<file path="config.mk">
export PLATFORM = sky130hd
export DESIGN_NAME = hazard_ctrl
export DESIGN_NICKNAME = d
export VERILOG_FILES = /design/src/rtl/hazard_ctrl.sv
export SDC_FILE = /design/constraint.sdc
export NUM_CORES = 1
export LEC_CHECK = 0
export ABC_AREA = 1
export CORE_UTILIZATION = 35
export DETAILED_ROUTE_END_ITERATION = 7
export GPL_TIMING_DRIVEN = 0
export PLACE_DENSITY = 0.69
export SLEW_MARGIN = 20
export SYNTH_ARGS = -nofsm -noshare
export SYNTH_HDL_FRONTEND = slang
export SYNTH_SLANG_ARGS = --single-unit
</file>
<file path="constraint.sdc">
create_clock -name clk -period 2.45 [get_ports clk]
set_input_delay 0.6125 -clock clk [delete_from_list [all_inputs] [get_ports clk]]
set_output_delay 0.6125 -clock clk [all_outputs]
set_load 0.1 [all_outputs]
</file>
<file path="src/rtl/hazard_ctrl.sv">
// Hazard controller for the 5-stage RV32 core: forwarding selects, load-use stall, branch flush.
// Optional performance counters are built when HAZARD_PERF_CNT_EN is defined.
module hazard_ctrl #(
  parameter int REG_AW = 5,
  parameter int CNT_W  = 32
) (
  input  logic              clk,
  input  logic              reset,
  input  logic [REG_AW-1:0] Rs1D,
  input  logic [REG_AW-1:0] Rs2D,
  input  logic [REG_AW-1:0] RdD,
  input  logic              RegWriteD,
  input  logic [1:0]        ResultSrcD,
  input  logic              PCSrcE,
  output logic [1:0]        ForwardAE,
  output logic [1:0]        ForwardBE,
  output logic              StallF,
  output logic              StallD,
  output logic              FlushD,
  output logic              FlushE,
  output logic [CNT_W-1:0]  StallCnt,
  output logic [CNT_W-1:0]  FlushCnt
);

  logic [REG_AW-1:0] r_rs1E, r_rs2E, r_rdE, r_rdM, r_rdW;
  logic              r_regWriteE, r_isLoadE, r_regWriteM, r_regWriteW;

  logic              w_lwStall;
  logic              w_flushE;
  logic [1:0]        w_fwdA, w_fwdB;

  // Memory stage outranks Writeback; x0 is never a forwarding source.
  function automatic logic [1:0] fwdSel(input logic [REG_AW-1:0] rs,
                                        input logic [REG_AW-1:0] rdM, input logic regWriteM,
                                        input logic [REG_AW-1:0] rdW, input logic regWriteW);
    if (regWriteM && (rdM != '0) && (rdM == rs))
      return 2'b10;
    else if (regWriteW && (rdW != '0) && (rdW == rs))
      return 2'b01;
    else
      return 2'b00;
  endfunction

  always_comb begin
    w_lwStall = r_isLoadE && (r_rdE != '0) && ((Rs1D == r_rdE) || (Rs2D == r_rdE));
    w_flushE  = w_lwStall || PCSrcE;
    w_fwdA    = fwdSel(r_rs1E, r_rdM, r_regWriteM, r_rdW, r_regWriteW);
    w_fwdB    = fwdSel(r_rs2E, r_rdM, r_regWriteM, r_rdW, r_regWriteW);
  end

  always_ff @(posedge clk or posedge reset) begin
    if (reset) begin
      r_rs1E      <= '0;
      r_rs2E      <= '0;
      r_rdE       <= '0;
      r_regWriteE <= 1'b0;
      r_isLoadE   <= 1'b0;
      r_rdM       <= '0;
      r_regWriteM <= 1'b0;
      r_rdW       <= '0;
      r_regWriteW <= 1'b0;
    end else begin
      if (w_flushE) begin
        r_rs1E      <= '0;
        r_rs2E      <= '0;
        r_rdE       <= '0;
        r_regWriteE <= 1'b0;
        r_isLoadE   <= 1'b0;
      end else begin
        r_rs1E      <= Rs1D;
        r_rs2E      <= Rs2D;
        r_rdE       <= RdD;
        r_regWriteE <= RegWriteD;
        r_isLoadE   <= (ResultSrcD == 2'b01);
      end
      r_rdM       <= r_rdE;
      r_regWriteM <= r_regWriteE;
      r_rdW       <= r_rdM;
      r_regWriteW <= r_regWriteM;
    end
  end

  // Reset masks everything, including a PCSrcE the datapath may still be driving.
  assign ForwardAE = reset ? 2'b00 : w_fwdA;
  assign ForwardBE = reset ? 2'b00 : w_fwdB;
  assign StallF    = !reset && w_lwStall;
  assign StallD    = !reset && w_lwStall;
  assign FlushD    = !reset && PCSrcE;
  assign FlushE    = !reset && w_flushE;

`ifdef HAZARD_PERF_CNT_EN
  logic [CNT_W-1:0] r_stallCnt, r_flushCnt;

  always_ff @(posedge clk or posedge reset) begin
    if (reset) begin
      r_stallCnt <= '0;
      r_flushCnt <= '0;
    end else begin
      if (w_lwStall) r_stallCnt <= r_stallCnt + CNT_W'(1);
      if (PCSrcE)    r_flushCnt <= r_flushCnt + CNT_W'(1);
    end
  end

  assign StallCnt = r_stallCnt;
  assign FlushCnt = r_flushCnt;
`else
  assign StallCnt = '0;
  assign FlushCnt = '0;
`endif

endmodule

</file>
==> run_results.csv, run 1 <==
group,metric,value,unit
detailed_routing,vias,1436,
logic_synthesis,synthFlopType,"dfrtp_1",
timing,max_clock_freq,418.8,MHz
worst_setup_path,worstPathCellList,"clkdlybuf4s50_1 > inv_1 > nor2_2 > clkdlybuf4s18_2",
final_layout,num_antenna_cells,0,
worst_setup_path,critical_path.endpoint_type,"output port",
placement,place_hpwl,2527,microns
flow_run,cap_viol_max_count,0,
die,fp.dieArea,5787,sq um
timing,timing.max_slew.rel_slack,54.81,%
clock_tree,cts_h_tree_depth,2,
clock_tree,tritoncts,"built",
pwr,power_density,587.2,nW/um^2
detailed_routing,route.antenna.remaining_nets,0,
worst_setup_path,depth_of_the_worst_register_to_register_path,12,
timing,drv_slew,0,
die,floorplan_core_area,5205,sq um
worst_setup_path,reg2reg_setup_slack,0.86,ns
timing,period_share,97.46,%
outcome,run_status,"finished clean",
placement,pre_cts_ws,-1.734,ns
placement,placement_cell_area,2579,sq um
min_path,hold_class,"flop to flop",
placement,final_weighted_congestion_in_routability_driven_placement,0.8542,
logic_synthesis,synth-seq-area-share,37.79,%
detailed_routing,drt-wirelength-per-cell,7.915,microns
worst_setup_path,worstPathRequired,1.84,ns
global_route,gr-total-overflow,0,
min_path,min_from,"r_regWriteE$_DFF_PP0_",
pwr,power.leakage,0.001606,uW
final_layout,postLayoutCoreUtil,52.33,%
worst_setup_path,family_with_the_most_delay_on_the_worst_path,"buffers and inverters",
pwr,p_clk_share,23.8,%
worst_setup_path,setup_cp_type,"input pin to output port",
pwr,power_switching_share,46.72,%
detailed_routing,route.detailed.vias_per_inst,3.485,
die,initial_core_utilization,36.90,%
logic_synthesis,share_of_yosys_cell_area_claimed_by_the_top_area_cell_type,37.79,%
pwr,combinationalPowerShare,43.1,%
global_route,global_route_wire_length_before_repair,5533,microns
logic_synthesis,synth_enable_flop_cells,0,
detailed_routing,drt-pass1-iter-count,4,
die,die_height,76.08,microns
die,die_x_extent,76.08,microns
logic_synthesis,synth-warning-count,0,
worst_setup_path,worstReg2RegEnd,"r_rs1E[0]$_DFF_PP0_",
worst_setup_path,cpMaxStageDelayCell,"clkdlybuf4s18_2",
worst_setup_path,critical_path.reg2reg.startpoint,"r_rdE[1]$_DFF_PP0_",
placement,port_buffers,28,
logic_synthesis,postSynth.asyncResetShare,100.0,%
min_path,holdPathEnd,"r_regWriteM$_DFF_PP0_",
timing,worst-slew-pin-transition,0.6742,ns
global_route,grt_max_degree,16,
final_layout,storage_element_area,725.7,sq um
final_layout,layout.cell_area.non_filler,2724,sq um
worst_setup_path,critPathArrivalTime,1.78,ns
clock_tree,cts_buffers,5,
clock_tree,clkSlewWorstSetupHoldPaths,0.07,ns
global_route,via_count_of_the_first_global_routing_pass,1278,
logic_synthesis,synth_top_area_cell,"dfrtp_1",
die,floorplan.io_pins,93,
global_route,antenna_found_initial,0,
pwr,intPower,852.2,uW
final_layout,fillCellCount,523,
clock_tree,postCtsHoldBufs,0,
detailed_routing,remaining_drc_errors,0,
logic_synthesis,synthesized_cell_area,1921,sq um
worst_setup_path,worst_path_max_fanout,3,
clock_tree,clk_latency,0.28,ns
clock_tree,clock_tree.buffer_depth,2,
detailed_routing,initialDrtViolationCount,23,
final_layout,multi_input_area,840.8,sq um
clock_tree,cts_num_sinks,29,
logic_synthesis,post_synthesis_cell_type_count,18,
timing,final.setup.worst_slack,0.06231,ns
pwr,seq_power_share,33.1,%
logic_synthesis,syn-instance-count,236,
min_path,hold-path-cell-count,0,
timing,post-route-min-period,2.388,ns
final_layout,area.growth.synth_to_final,41.82,%
logic_synthesis,post_synthesis_mean_instance_area,8.138,sq um
worst_setup_path,cp-start-kind,"input pin",
logic_synthesis,post-synth-top-count-cell,"buf_4",
final_layout,nets,362,
worst_setup_path,critical_path_buf_inv_count,3,
timing,hold_viol,0,
worst_setup_path,slowest_delay,0.54,ns
logic_synthesis,ys_seq_elements,29,
timing,finalClockSkew,0.007571,ns
logic_synthesis,synth_top_cells_by_area,"dfrtp_1 38%, buf_4 25%, nand2_1 6.1%",
die,placement_rows,26,
logic_synthesis,synthTopCellsByCount,"65 x buf_4, 31 x nand2_1, 30 x inv_1",
timing,finalSetupViolations,0,
pwr,switching_power_of_the_nets,747.3,uW
final_layout,drive_gt1_share,35.38,%
global_route,grt_use_total,12.10,%
timing,holdWs,0.3482,ns
clock_tree,cts.root.buffer_cell,"clkbuf_8",
detailed_routing,wl,3261,microns
pwr,vdd_ir_drop_max,0.0003944,V
metal layers:
metal / global-route usage (%) / share of wire, % / vias up
li1: - / - / 774
met5: 0 / 0 / -
met1: 12.66 / 39 / 605
met3: 3.593 / 5.9 / 7
met2: 22.00 / 53 / 50
met4: 5.962 / 2.4 / 0
worst max-delay path by stage:
stage	end	slack, ns	startpoint	depth (start not counted)
floorplan	StallF	-0.23	reset	4
global placement	ForwardAE[0]	-1.72	reset	7
detailed placement	StallF	-1.73	reset	6
CTS	ForwardBE[1]	0.002	r_rdM[1]$_DFF_PP0_	6
global route	StallF	-0.04	Rs2D[4]	11
finish	FlushD	0.06	PCSrcE	4
area by class of cell:
cell class,count,area share (%)
tap,70,3.215
clock inverter,2,0.3675
multi-input combinational,171,30.87
buffer,66,19.11
timing repair inverter,1,0.1837
inverter,33,4.823
timing repair buffer,34,12.13
sequential,29,26.64
clock buffer,6,2.664
cell families after synthesis:
group | count (synthesis) | share of synthesized area (%)
other cells | 1 | 0.1953
flops | 29 | 37.79
simple gates | 81 | 18.44
buf+inv | 99 | 32.90
xor+xnor | 20 | 9.121
compound gates | 6 | 1.563
cells in the final DEF (no fill, tap or decap), types with 5 or more instances in the layout:
cell	synthesis	final
buf_4	65	70
conb_1	1	64
nand2_1	31	30
dfrtp_1	29	29
inv_1	30	24
nor2_1	27	20
nor2_2	10	16
xor2_1	11	11
xnor2_1	9	9
clkdlybuf4s50_1	0	9
inv_2	3	7
nand3_1	7	6
clkbuf_8	0	5
dlygate4sd2_1	0	5
state kept, by name, indices dropped and copies added (netlist names):
name / flops
r_rdW: 5
r_isLoadE: 1
r_rdM: 5
r_regWriteE: 1
r_regWriteM: 1
r_rdE: 5
r_regWriteW: 1
r_rs2E: 5
r_rs1E: 5
per-stage QoR:
stage          instances  setup TNS, ns  power [uW]
3_3_place_gp         397         -9.599        1215
3_5_place_dp         397         -9.702        1218
5_1_grt              412       -0.03794        1669
6_report             412              0        1599
4_1_cts              410              0        1601
2_1_floorplan        299        -0.2554        1154
what timing repair did:
item                       4_1_cts  5_1_grt
cloned                           1        0
hold endpoints to repair         0        0
pin swaps                        8        6
setup endpoints to repair        8        5
setup buffers                    4        2
resized for setup               68       16
power groups by stage:
stage               logic [uW]  registers, uW  clock network (uW)
floorplan                  621            533                   0
CTS                        683            529                 388
detailed placement         680            538                   0
finish                     689            530                 381
global route               721            533                 415
global placement           677            537                   0
Power figures use the tool's default switching activity.
==> inputs of run 2 (changes only) <==
Settings changed: CORE_ASPECT_RATIO from default to 1.1, GPL_ROUTABILITY_DRIVEN from default to 1.
==> run 2 against run 1 <==
Net effect: clock skew shrank 0.0036 ns; critical path type unchanged; utilization grew 1.3 points; design area grew 1.1%; critical endpoint unchanged.
==> run_results.csv, run 2 (same netlist as run 1, synthesis figures left out) <==
group,metric,value,unit
clock_tree,cts_buffers,5,
pwr,combinationalPowerShare,41.8,%
final_layout,num_antenna_cells,0,
final_layout,drive_gt1_share,36.52,%
timing,post-route-min-period,2.401,ns
global_route,gr-total-overflow,0,
min_path,hold_class,"flop to flop",
worst_setup_path,critical_path.endpoint_type,"output port",
detailed_routing,route.antenna.remaining_nets,0,
global_route,globalRouteMet3Util,4.040,%
detailed_routing,initialDrtViolationCount,22,
detailed_routing,vias,1437,
worst_setup_path,critPathArrivalTime,1.79,ns
detailed_routing,route.detailed.vias_per_inst,3.446,
detailed_routing,drt-wirelength-per-cell,8.053,microns
clock_tree,cts_h_tree_depth,2,
timing,rsz_0062_raised_after_global_routing,"no",
worst_setup_path,cpMaxStageDelayCell,"clkdlybuf4s18_2",
worst_setup_path,critical_path_buf_inv_count,3,
pwr,switching_power_of_the_nets,747.3,uW
global_route,globalRoute.busiestLayer,"met2",
worst_setup_path,cp-start-kind,"input pin",
worst_setup_path,family_with_the_most_delay_on_the_worst_path,"buffers and inverters",
placement,port_buffers,28,
timing,worst-slew-pin-transition,0.7211,ns
final_layout,fillCellCount,508,
global_route,global_route_wire_length_before_repair,5520,microns
timing,drv_slew,0,
worst_setup_path,worst_path_max_fanout,3,
flow_run,cap_viol_max_count,0,
global_route,met2_usage,22.62,%
global_route,antenna_found_initial,0,
clock_tree,postCtsHoldBufs,0,
timing,holdWs,0.3486,ns
worst_setup_path,worstPathRequired,1.84,ns
die,placement_rows,27,
final_layout,nets,365,
detailed_routing,wl,3358,microns
die,fp.dieArea,5788,sq um
global_route,via_count_of_the_first_global_routing_pass,1261,
worst_setup_path,reg2reg_setup_slack,0.86,ns
die,die_height,79.69,microns
timing,finalSetupViolations,0,
global_route,grt_max_degree,16,
clock_tree,tritoncts,"built",
timing,hold_viol,0,
worst_setup_path,worstPathCellList,"clkdlybuf4s50_1 > inv_1 > nor2_2 > clkdlybuf4s18_2",
outcome,run_status,"finished clean",
timing,max_clock_freq,416.4,MHz
pwr,p_clk_share,26.2,%
timing,finalClockSkew,0.003994,ns
pwr,power.leakage,0.001626,uW
clock_tree,cts_num_sinks,29,
final_layout,final_common_cell,"buf_4",
pwr,seq_power_share,32.0,%
pwr,power_switching_share,45.08,%
detailed_routing,drt-pass1-iter-count,4,
timing,period_share,98.01,%
pwr,total_power,1658,uW
die,die_x_extent,72.63,microns
die,floorplan_core_area,5135,sq um
die,floorplan.io_pins,93,
final_layout,layout.cells.most_common_list,"75 x buf_4, 64 x conb_1, 30 x nand2_1",
pwr,power_density,602.3,nW/um^2
clock_tree,clkSlewWorstSetupHoldPaths,0.06,ns
clock_tree,clock_tree.buffer_depth,2,
clock_tree,cts.root.buffer_cell,"clkbuf_8",
placement,placement_cell_area,2581,sq um
timing,totalNegativeSetupSlack,0,ns
global_route,grt.met1_usage,13.62,%
placement,final_weighted_congestion_in_routability_driven_placement,0.8360,
final_layout,layout.cell_area.non_filler,2753,sq um
pwr,vdd_ir_drop_max,0.0003660,V
clock_tree,clk_latency,0.29,ns
timing,timing.max_slew.rel_slack,51.67,%
worst_setup_path,setup_cp_type,"input pin to output port",
global_route,grt_use_total,12.77,%
worst_setup_path,slowest_delay,0.54,ns
placement,place_hpwl,2561,microns
pwr,intPower,910.5,uW
final_layout,area.growth.synth_to_final,43.32,%
die,initial_core_utilization,37.40,%
detailed_routing,remaining_drc_errors,0,
run 2: timing repair:
| action | in CTS | in global routing |
|---|---|---|
| cloned | 1 | 0 |
| setup buffers | 6 | 3 |
| resized for setup | 63 | 21 |
| pin swaps | 7 | 6 |
| setup endpoints to repair | 8 | 8 |
| hold endpoints to repair | 0 | 0 |
run 2: power by group through the flow:
stage          registers [uW]  logic [uW]  clock network [uW]
2_1_floorplan             533         621                   0
5_1_grt                   533         727                 474
6_report                  530         693                 435
4_1_cts                   530         684                 448
3_3_place_gp              537         677                   0
3_5_place_dp              539         680                   0
run 2: layout make-up:
class                           instances  area (sq um)  share of cell area, %
Tap cell                               72         90.09                  3.273
Sequential cell                        29         725.7                  26.36
Inverter                               33         131.4                  4.773
Clock inverter                          1         5.005                 0.1818
Timing Repair inverter                  1         5.005                 0.1818
Timing Repair Buffer                   37         332.8                  12.09
Buffer                                 66         520.5                  18.91
Clock buffer                            7         96.34                  3.500
Multi-Input combinational cell        171         845.8                  30.73
run 2: path summary, 6_finish.rpt:
path                       cells after the start                    end             startpoint
min                                            0  r_regWriteM$_DFF_PP0_  r_regWriteE$_DFF_PP0_
max in group asynchronous                      2     r_rdE[0]$_DFF_PP0_                  reset
min reg2reg                                    0  r_regWriteM$_DFF_PP0_  r_regWriteE$_DFF_PP0_
max reg2reg                                   12    r_rs2E[1]$_DFF_PP0_     r_rdE[4]$_DFF_PP0_
min in group asynchronous                      3    r_rs2E[4]$_DFF_PP0_                  reset
max                                            4                 FlushD                 PCSrcE
run 2: worst reg2reg max path, stage by stage (launching register included):
cell     delay (ns)
dfrtp_1        0.42
inv_2          0.05
nand2_1        0.06
nand2_1        0.06
nor2_2         0.13
nand3_2        0.09
nand2_2        0.09
buf_4          0.11
buf_4          0.10
nand2_2        0.05
nand2_4        0.12
buf_12         0.16
nor2_2         0.04
run 2: stage by stage:
| stage | util [%] | cells | setup slack, ns |
|---|---|---|---|
| 2_1_floorplan | - | 299 | -0.2348 |
| 3_5_place_dp | 50.27 | 399 | -1.750 |
| 3_3_place_gp | 50.27 | 399 | -1.729 |
| 4_1_cts | 53.05 | 414 | -0.07229 |
| 5_1_grt | 53.61 | 417 | 0.009186 |
| 6_report | 53.61 | 417 | 0.04870 |
run 2: metal layers:
| layer | share of wire (%) | vias to the layer above | wire [microns] |
|---|---|---|---|
| met5 | 0 | - | 0 |
| met4 | 2.2 | 0 | 75 |
| met3 | 6.1 | 6 | 204 |
| met2 | 53 | 53 | 1790 |
| met1 | 38 | 597 | 1288 |
| li1 | - | 781 | - |
==> inputs of run 3 (changes only) <==
Settings changed: CAP_MARGIN from default to 20, CELL_PAD_IN_SITES_DETAIL_PLACEMENT from default to 1, CELL_PAD_IN_SITES_GLOBAL_PLACEMENT from default to 2, CORE_UTILIZATION 35 to 22, PLACE_DENSITY 0.69 to default, PLACE_DENSITY_LB_ADDON from default to 0.1.
==> run 3 against run 2 <==
Net effect: non-clock buffer count fell by 4; critical path depth rose by 6; critical endpoint is now StallF; wire length rose by 23%; clock skew fell by 0.0019 ns; sequential share of layout area fell by 0.55 points; first-iteration DRC count rose to 3.0 times the previous value; clock-buffer cell count did not move; design area rose by 2.1%; clock power rose by 0.9%; flip-flop and latch count did not move; maximum frequency barely moved; power rose by 0.64%.
==> run_results.csv, run 3 (same netlist as run 1, synthesis figures left out) <==
group,metric,value,unit
placement,placed_cells,438,
timing,timing.max_slew.rel_slack,47.93,%
timing,final.setup.worst_slack,0.05057,ns
die,die_x_extent,91.09,microns
worst_setup_path,family_with_the_most_delay_on_the_worst_path,"simple AND/OR/NAND/NOR gates",
worst_setup_path,cpMaxStageDelayCell,"clkdlybuf4s15_1",
placement,final_weighted_congestion_in_routability_driven_placement,0.7207,
global_route,gr-total-overflow,0,
timing,post-route-min-period,2.399,ns
final_layout,area.growth.synth_to_final,46.38,%
final_layout,nets,361,
final_layout,drive_gt1_share,36.66,%
detailed_routing,drt-wirelength-per-cell,9.131,microns
pwr,switching_power_of_the_nets,756.5,uW
timing,hold_viol,0,
placement,pre_cts_ws,-1.890,ns
worst_setup_path,worstPathRequired,1.84,ns
outcome,run_status,"finished clean",
clock_tree,postCtsHoldBufs,0,
clock_tree,tritoncts,"built",
flow_run,cap_viol_max_count,0,
pwr,intPower,911.9,uW
worst_setup_path,setup_cp_type,"input pin to output port",
die,floorplan_core_area,8408,sq um
clock_tree,cts_buffers,5,
pwr,power.leakage,0.001615,uW
clock_tree,clock_tree.buffer_depth,2,
die,placement_rows,35,
worst_setup_path,worstPathCellList,"clkdlybuf4s15_1 > nor2_1 > nor2_2 > nor2_2 > nand3_1 > nand2_2 > nand3_4 > clkinvlp_4 > buf_12 > buf_12",
detailed_routing,route.antenna.remaining_nets,0,
timing,drv_slew,0,
detailed_routing,vias,1494,
global_route,grt_use_total,9.440,%
pwr,power_switching_share,45.34,%
timing,finalSetupViolations,0,
clock_tree,cts_h_tree_depth,2,
final_layout,layout.cell_area.non_filler,2811,sq um
placement,place_hpwl,3265,microns
die,die_height,100.0,microns
clock_tree,clkSlewWorstSetupHoldPaths,0.06,ns
worst_setup_path,critical_path_buf_inv_count,4,
detailed_routing,wl,4127,microns
timing,finalClockSkew,0.002076,ns
pwr,seq_power_share,31.7,%
worst_setup_path,critical_path.endpoint_type,"output port",
detailed_routing,route.detailed.vias_per_inst,3.305,
clock_tree,clk_latency,0.28,ns
global_route,via_count_of_the_first_global_routing_pass,1439,
global_route,antenna_found_initial,0,
detailed_routing,drt-pass1-iter-count,4,
global_route,global_route_wire_length_before_repair,6548,microns
worst_setup_path,critPathArrivalTime,1.79,ns
pwr,power_density,593.4,nW/um^2
die,initial_core_utilization,22.84,%
die,floorplan.io_pins,93,
clock_tree,cts_num_sinks,29,
timing,period_share,97.94,%
timing,holdWs,0.3498,ns
timing,max_clock_freq,416.8,MHz
pwr,vdd_ir_drop_max,0.0002048,V
pwr,combinationalPowerShare,41.9,%
clock_tree,cts.root.buffer_cell,"clkbuf_8",
placement,port_buffers,28,
min_path,hold_class,"flop to flop",
final_layout,fillCellCount,1043,
global_route,grt_max_degree,16,
detailed_routing,remaining_drc_errors,0,
pwr,p_clk_share,26.3,%
final_layout,final_cell_count_no_fill,452,
worst_setup_path,slowest_delay,0.19,ns
placement,placement_cell_area,2630,sq um
die,fp.dieArea,9108,sq um
pwr,total_power,1668,uW
detailed_routing,initialDrtViolationCount,67,
timing,worst-slew-pin-transition,0.7768,ns
final_layout,layout.cells.most_common_list,"68 x buf_4, 64 x conb_1, 30 x nand2_1",
worst_setup_path,cp-start-kind,"input pin",
final_layout,final_common_cell,"buf_4",
worst_setup_path,worst_path_max_fanout,3,
final_layout,num_antenna_cells,0,
==> run 3: cell types whose count changed in the layout (fill, tap and decap cells not counted), sizes merged <==
cell | before | now
clkdlybuf4s15 | 2 | 4
clkbuf | 12 | 9
clkdlybuf4s18 | 1 | 0
buf | 81 | 79
==> run 3: worst register-to-register path, delay by kind of cell, from the launching register on <==
kind / cells / cell delay (ns)
buffers and inverters: 2 / 0.28
AND/OR/NAND/NOR: 8 / 0.73
flip-flops: 1 / 0.44
==> run 3: path summary, 6_finish.rpt <==
check                                       from                    end  slack (ns)  depth (start not counted)
max                                      Rs2D[0]                 StallF        0.05                         10
min                        r_regWriteE$_DFF_PP0_  r_regWriteM$_DFF_PP0_        0.35                          0
max reg2reg                   r_rdE[0]$_DFF_PP0_    r_rs2E[1]$_DFF_PP0_        0.89                         10
min reg2reg                r_regWriteE$_DFF_PP0_  r_regWriteM$_DFF_PP0_        0.35                          0
max in group asynchronous                  reset     r_rdM[4]$_DFF_PP0_        1.51                          2
min in group asynchronous                  reset  r_regWriteW$_DFF_PP0_        0.53                          3
==> run 3: timing repair <==
action / in CTS / in global routing
resized for setup: 68 / 23
buffers inserted: 4 / 1
cloned: 1 / 0
setup endpoints to repair: 8 / 7
pin swaps: 10 / 7
==> run 3: cell type report <==
| cell class | instances | area [sq um] | share of cell area, % |
|---|---|---|---|
| inverter | 33 | 131.4 | 4.673 |
| buffer | 66 | 520.5 | 18.51 |
| clock buffer | 7 | 96.34 | 3.427 |
| sequential | 29 | 725.7 | 25.81 |
| tap | 111 | 138.9 | 4.940 |
| timing repair inverter | 1 | 5.005 | 0.1780 |
| clock inverter | 1 | 5.005 | 0.1780 |
| multi-input combinational | 171 | 850.8 | 30.26 |
| timing repair buffer | 33 | 337.8 | 12.02 |
==> run 3: metal layers <==
metal / vias to the layer above / wire, microns / global-route usage [%]
met1: 660 / 1551 / 10.00
met3: 5 / 270 / 2.727
li1: 776 / - / -
met2: 53 / 2261 / 18.01
met5: - / 0 / 0
met4: 0 / 43 / 2.930
==> run 3: metrics by stage <==
| step | utilization, % | setup TNS [ns] |
|---|---|---|
| 5_1_grt | 33.44 | -0.00001132 |
| 3_3_place_gp | 31.28 | -10.05 |
| 6_report | 33.44 | 0 |
| 3_5_place_dp | 31.28 | -10.21 |
| 2_1_floorplan | - | -0.2554 |
| 4_1_cts | 32.90 | -0.09905 |
==> run 3: power groups by stage <==
| stage | Clock, uW | Combinational, uW | Sequential, uW |
|---|---|---|---|
| floorplan | 0 | 621 | 533 |
| global placement | 0 | 685 | 539 |
| detailed placement | 0 | 688 | 540 |
| CTS | 454 | 692 | 531 |
| global route | 474 | 733 | 534 |
| finish | 439 | 700 | 530 |
